===== config.mk =====
export PLATFORM = sky130hd
export DESIGN_NAME = vga_scene_sequencer
export DESIGN_NICKNAME = d
export VERILOG_FILES = /design/src/rtl/vga_seq_pkg.sv /design/src/rtl/vga_frame_tick.sv /design/src/rtl/vga_scene_sequencer.sv
export SDC_FILE = /design/constraint.sdc
export NUM_CORES = 1
export LEC_CHECK = 0
export BUFFER_PORTS_ARGS = -buffer_cell sky130_fd_sc_hd__buf_4
export CORE_ASPECT_RATIO = 0.9
export CORE_MARGIN = 2
export CORE_UTILIZATION = 40
export CTS_BUF_LIST = sky130_fd_sc_hd__clkbuf_4 sky130_fd_sc_hd__clkbuf_8
export DETAILED_ROUTE_END_ITERATION = 12
export GPL_ROUTABILITY_DRIVEN = 0
export PLACE_DENSITY_LB_ADDON = 0.05
export SETUP_SLACK_MARGIN = 0.02
export SLEW_MARGIN = 20
export SYNTH_ARGS = -nofsm -noshare
export SYNTH_HDL_FRONTEND = slang
export SYNTH_HIERARCHICAL = 1
export SYNTH_SLANG_ARGS = --single-unit

===== constraint.sdc =====
create_clock -name clk -period 1.55 [get_ports clk]
set_input_delay 0.31 -clock clk [delete_from_list [all_inputs] [get_ports clk]]
set_output_delay 0.31 -clock clk [all_outputs]
set_load 0.1 [all_outputs]

===== src/rtl/vga_seq_pkg.sv =====
// Shared sequencer definitions: FSM encoding, brightness ceiling and 640x480 timing constants
// (the timing constants are also used by hvsync_generator).
package vga_seq_pkg;

  typedef enum logic [1:0] {
    FADE_IN  = 2'd0,
    SHOW     = 2'd1,
    FADE_OUT = 2'd2
  } seq_state_e;

  localparam logic [1:0] BRIGHT_MAX = 2'd3;

  localparam int H_DISPLAY = 640;
  localparam int H_FRONT   = 16;
  localparam int H_SYNC    = 96;
  localparam int H_BACK    = 48;
  localparam int V_DISPLAY = 480;
  localparam int V_FRONT   = 10;
  localparam int V_SYNC    = 2;
  localparam int V_BACK    = 33;

  // Dwell counter width: large enough for the longer of the SHOW and fade steps, at least 1 bit.
  function automatic int dwell_width(input int scene_frames, input int fade_frames);
    int m;
    int w;
    m = (scene_frames > fade_frames) ? scene_frames : fade_frames;
    w = $clog2(m);
    return (w < 1) ? 1 : w;
  endfunction

endpackage


===== src/rtl/vga_frame_tick.sv =====
// Vsync rising-edge detector in the pixel clock domain. The history register resets high so a
// vsync that is already high when reset releases does not produce a false tick.
module vga_frame_tick (
  input  logic clk,
  input  logic reset,
  input  logic vsync,
  output logic tick
);

  logic vsync_q;

  always_ff @(posedge clk) begin
    if (reset) begin
      vsync_q <= 1'b1;
    end else begin
      vsync_q <= vsync;
    end
  end

  assign tick = vsync & ~vsync_q;

endmodule


===== src/rtl/vga_scene_sequencer.sv =====
// Per-frame animation controller: frame counter plus fade-in / show / fade-out scene FSM.
// Optional manual scene skip is compiled in with `define VGA_SEQ_MANUAL_SKIP_EN.
module vga_scene_sequencer
  import vga_seq_pkg::*;
#(
  parameter int NUM_SCENES   = 4,
  parameter int SCENE_FRAMES = 256,
  parameter int FADE_FRAMES  = 8,
  parameter int CNT_W        = 10
) (
  input  logic             clk,
  input  logic             reset,
  input  logic             vsync,
  input  logic             pause,
  input  logic [1:0]       speed,
`ifdef VGA_SEQ_MANUAL_SKIP_EN
  input  logic             skip,
`endif
  output logic [CNT_W-1:0] frame_count,
  output logic [1:0]       scene,
  output logic [1:0]       brightness,
  output logic             frame_strobe
);

  localparam int DW = dwell_width(SCENE_FRAMES, FADE_FRAMES);
  localparam logic [DW-1:0] FADE_LAST  = DW'(FADE_FRAMES - 1);
  localparam logic [DW-1:0] SHOW_LAST  = DW'(SCENE_FRAMES - 1);
  localparam logic [1:0]    SCENE_LAST = 2'(NUM_SCENES - 1);

  logic             tick;
  logic             step;
  logic             skip_now;
  seq_state_e       state_q, state_d;
  logic [DW-1:0]    dwell_q, dwell_d;
  logic [1:0]       bright_q, bright_d;
  logic [1:0]       scene_q, scene_d;
  logic [CNT_W-1:0] frame_count_q, frame_count_d;
  logic             strobe_q, strobe_d;

  vga_frame_tick u_frame_tick (
    .clk   (clk),
    .reset (reset),
    .vsync (vsync),
    .tick  (tick)
  );

  assign step     = tick & ~pause;
  assign strobe_d = tick;

`ifdef VGA_SEQ_MANUAL_SKIP_EN
  logic skip_pend_q, skip_pend_d;

  // A request made on the tick cycle itself is honoured at that tick.
  assign skip_now    = skip_pend_q | skip;
  assign skip_pend_d = step ? 1'b0 : skip_now;

  always_ff @(posedge clk) begin
    if (reset) begin
      skip_pend_q <= 1'b0;
    end else begin
      skip_pend_q <= skip_pend_d;
    end
  end
`else
  assign skip_now = 1'b0;
`endif

  always_ff @(posedge clk) begin
    if (reset) begin
      state_q       <= FADE_IN;
      dwell_q       <= '0;
      bright_q      <= '0;
      scene_q       <= '0;
      frame_count_q <= '0;
      strobe_q      <= 1'b0;
    end else begin
      state_q       <= state_d;
      dwell_q       <= dwell_d;
      bright_q      <= bright_d;
      scene_q       <= scene_d;
      frame_count_q <= frame_count_d;
      strobe_q      <= strobe_d;
    end
  end

  always_comb begin
    state_d       = state_q;
    dwell_d       = dwell_q;
    bright_d      = bright_q;
    scene_d       = scene_q;
    frame_count_d = frame_count_q;
    if (step) begin
      frame_count_d = frame_count_q + CNT_W'(speed) + CNT_W'(1);
      if (skip_now && (state_q != FADE_OUT)) begin
        state_d = FADE_OUT;
        dwell_d = '0;
      end else begin
        case (state_q)
          FADE_IN: begin
            if (dwell_q == FADE_LAST) begin
              dwell_d  = '0;
              bright_d = (bright_q == BRIGHT_MAX) ? BRIGHT_MAX : bright_q + 2'd1;
              if (bright_d == BRIGHT_MAX) state_d = SHOW;
            end else begin
              dwell_d = dwell_q + DW'(1);
            end
          end
          SHOW: begin
            bright_d = BRIGHT_MAX;
            if (dwell_q == SHOW_LAST) begin
              state_d = FADE_OUT;
              dwell_d = '0;
            end else begin
              dwell_d = dwell_q + DW'(1);
            end
          end
          FADE_OUT: begin
            // Saturates at 0 so a skip taken from a dark FADE_IN still waits one fade step.
            if (dwell_q == FADE_LAST) begin
              dwell_d  = '0;
              bright_d = (bright_q == 2'd0) ? 2'd0 : bright_q - 2'd1;
              if (bright_d == 2'd0) begin
                scene_d = (scene_q >= SCENE_LAST) ? 2'd0 : scene_q + 2'd1;
                state_d = FADE_IN;
              end
            end else begin
              dwell_d = dwell_q + DW'(1);
            end
          end
          default: begin
            state_d  = FADE_IN;
            dwell_d  = '0;
            bright_d = '0;
          end
        endcase
      end
    end
  end

  always_comb begin
    frame_count  = frame_count_q;
    scene        = scene_q;
    brightness   = bright_q;
    frame_strobe = strobe_q;
  end

endmodule

==> metrics.md <==
| Metric | Value |
|---|---|
| Status | `finished, final reports clean` |
| Die width | `64.7 µm` |
| Dpl cells | `223` |
| Syn nets | `155` |
| CP Class | `reg2reg` |
| Initial DRC Count | `49` |
| Diode count | `0` |
| CP required | `1.75 ns` |
| Tmin final | `1.53 ns` |
| Top FF cell, synth | `dfxtp_1` |
| First-pass GRT wire length | `5300 µm` |
| Min-Delay Startpoint | `vsync` |
| Area occupied by multi-input gates | `862 µm²` |
| Top-Level Pins | `21` |
| CP Max Fanout | `7` |
| Clock Skew | `0.0112 ns` |
| Clock-pin slew on the worst setup and hold paths | `0.09 ns` |
| Core area | `3110 µm²` |
| Gr ovfl total | `0` |
| Fraction of layout cells with a size suffix above 1 | `49.5%` |
| Port bufs | `20` |
| Starting Density | `42.5%` |
| Area Overhead vs Synth | `43.4%` |
| Grt met1 use | `22.9%` |
| Top-count cell post-synth | `dfxtp_1` |
| Slew Viols, Final | `0` |
| Relative slew margins | `78.4%` |
| Reg-to-Reg Start | `dwell_q[0]` |
| Met3 Use GR | `2.29%` |
| Initial antenna violation count | `0` |
| DR WL/cell | `13.3 µm` |
| Row cnt | `19` |
| Setup crit end kind | `flip-flop` |
| Fmax | `0.654 GHz` |
| Vias in the first global route | `1172` |
| Synth cell count leaders | `dfxtp_1 (26), nor2_1 (12), nand2_1 (10)` |
| Via density per instance | `5.03` |
| Synthesized area per cell | `9.20 µm²` |
| DRC viols | `0` |
| Critical Path AT | `1.72 ns` |
| Hold depth | `2` |
| H-tree levels | `1` |
| Gr usage total | `17.8%` |
| Worst-margin pin slew | `0.324 ns` |
| CTS Buf Count | `3` |
| Yosys reg bits | `26` |
| Worst vdd ir | `0.000471 V` |
| Worst skew pair latency | `0.27 ns` |
| Via Count | `1157` |
| Sequential Area | `554 µm²` |
| Fin. Hold Viols | `0` |
| Yosys Warn Count | `6` |
| Crit path launch type | `flip-flop` |
| Post-Synthesis Cell Area | `1330 µm²` |
| GR peak layer | `met2` |
| Final period util | `98.6%` |
| Max-Cap Viols | `0` |
| R2R Setup Slk | `0.02 ns` |
| Die Y | `58.6 µm` |
| Wirelength, routed | `3050 µm` |
| Met2 Resource Use GR | `31.8%` |
| Leakage | `0.768 nW` |
| Pwr/cell area | `722 nW/µm²` |
| Maximum clock insertion buffer count | `2` |
| Final #Nets | `200` |
| Hold Path Class | `in2reg` |
| Sequential share of the synthesized area | `39.3%` |
| Setup violators final | `0` |
| R2r endpoint | `dwell_q[1]` |
| Total die area | `3790 µm²` |
| R2R depth | `5` |
| Hold slack final | `0.227 ns` |
| Dominant cells by area after synthesis | `dfxtp_1 (39%), xor2_1 (5.9%), ha_1 (3.8%)` |
| Finished Layout Cells | `230` |
| Worst Hold Endpoint | `u_frame_tick/vsync_q` |
| DP Worst Slack | `-0.130 ns` |
| Antenna-violating nets left | `0` |
| Post-synth ARST share | `0%` |
| CTS tree | `built` |
| Setup WS post-layout | `0.0217 ns` |
| Largest net degree at the start of global routing | `22` |
| Root buffer cell | `clkbuf_8` |
| Synth Instances | `144` |
| Biggest area consumer among synthesized cells | `dfxtp_1` |
| RSZ-0062 raised after global routing | `yes` |
| First-pass DRT Iterations | `4` |
| Netlist cell types | `46` |
| Detail Placement HPWL | `2260 µm` |
| EDFF count, synth | `0` |
| # fillers | `278` |
| Clock net sink count | `26` |
| Area share of the largest cell type after synthesis | `39.3%` |
-- state kept, by name (all words and copies together) (netlist names) --
register	count
brightness	2
scene	2
dwell_q	8
frame_strobe	1
frame_count	10
u_frame_tick/vsync_q	1
state_q	2
-- metrics by stage --
step / total power, mW / setup TNS [ns] / instance area (µm²) / utilization (%)
4_1_cts: 1.39 / 0 / 1850 / 59.3
3_3_place_gp: 0.826 / -0.865 / 1750 / 56.0
5_1_grt: 1.44 / -0.203 / 1900 / 61.0
6_report: 1.37 / 0 / 1900 / 61.0
3_5_place_dp: 0.829 / -1.19 / 1750 / 56.0
2_1_floorplan: 0.780 / -0.313 / 1410 / -
-- routing by layer --
layer,vias up,wire (µm)
li1,598,-
met5,-,0
met2,19,1440
met4,0,17
met3,2,91
met1,538,1500
-- kinds of logic (layout without fill, tap and decap cells) --
kind of cell / Yosys count / count (layout) / synth area share [%]
xor+xnor: 13 / 13 / 8.59
compound gates: 22 / 22 / 12.8
fa+ha+maj: 5 / 5 / 5.29
flops: 26 / 26 / 39.3
simple gates: 65 / 65 / 28.1
buf+inv: 10 / 54 / 3.49
mux: 3 / 3 / 2.36
-- final cells by class --
type	count	area share (%)
Inverter	5	0.987
Tap cell	42	2.76
Multi-Input combinational cell	108	45.4
Clock inverter	1	1.58
Sequential cell	26	29.2
Clock buffer	3	2.17
Timing Repair Buffer	45	18.0
-- power by group --
group	internal, mW	total (mW)	switching [mW]
clock	0.345	0.553	0.208
sequential	0.667	0.675	0.00846
combinational	0.0556	0.143	0.0876
-- worst max-delay path, stage by stage (launching register included) --
cell and delay [ns]:
dfxtp_2 0.34, ha_4 0.16, and3b_2 0.23, and2_4 0.18
a221o_4 0.43, a21oi_2 0.12
-- placed cells by master, fill, tap and decap left out, types with 3 or more instances in the layout --
| cell type | instances |
|---|---|
| or3_1 | 3 |
| dfxtp_1 | 11 |
| nand2_1 | 10 |
| buf_4 | 44 |
| nor3_1 | 3 |
| dfxtp_4 | 6 |
| ha_4 | 3 |
| nor2_2 | 5 |
| a31oi_1 | 3 |
| nor2b_1 | 4 |
| a21oi_2 | 3 |
| xor2_1 | 9 |
| clkbuf_8 | 3 |
| nor2_1 | 12 |
| dfxtp_2 | 9 |
| a21oi_1 | 3 |
| xnor2_1 | 3 |
| nand4_1 | 5 |
-- worst max path at each step --
stage,startpoint,endpoint,slack [ns],cells after the start
floorplan,frame_count[0],frame_count[9],-0.09,6
global placement,speed[0],frame_count[6],-0.1,9
detailed placement,vsync,frame_count[9],-0.13,6
CTS,dwell_q[0],dwell_q[1],0.02,5
global route,frame_count[0],frame_count[6],-0.05,8
finish,dwell_q[0],dwell_q[1],0.02,5
-- timing repair --
action,4_1_cts,5_1_grt
pin swaps,3,7
resized for setup,8,8
setup endpoints to repair,10,12
buffers inserted,0,3
hold buffers,0,0
Note: power is estimated with default switching activity, not from simulation.
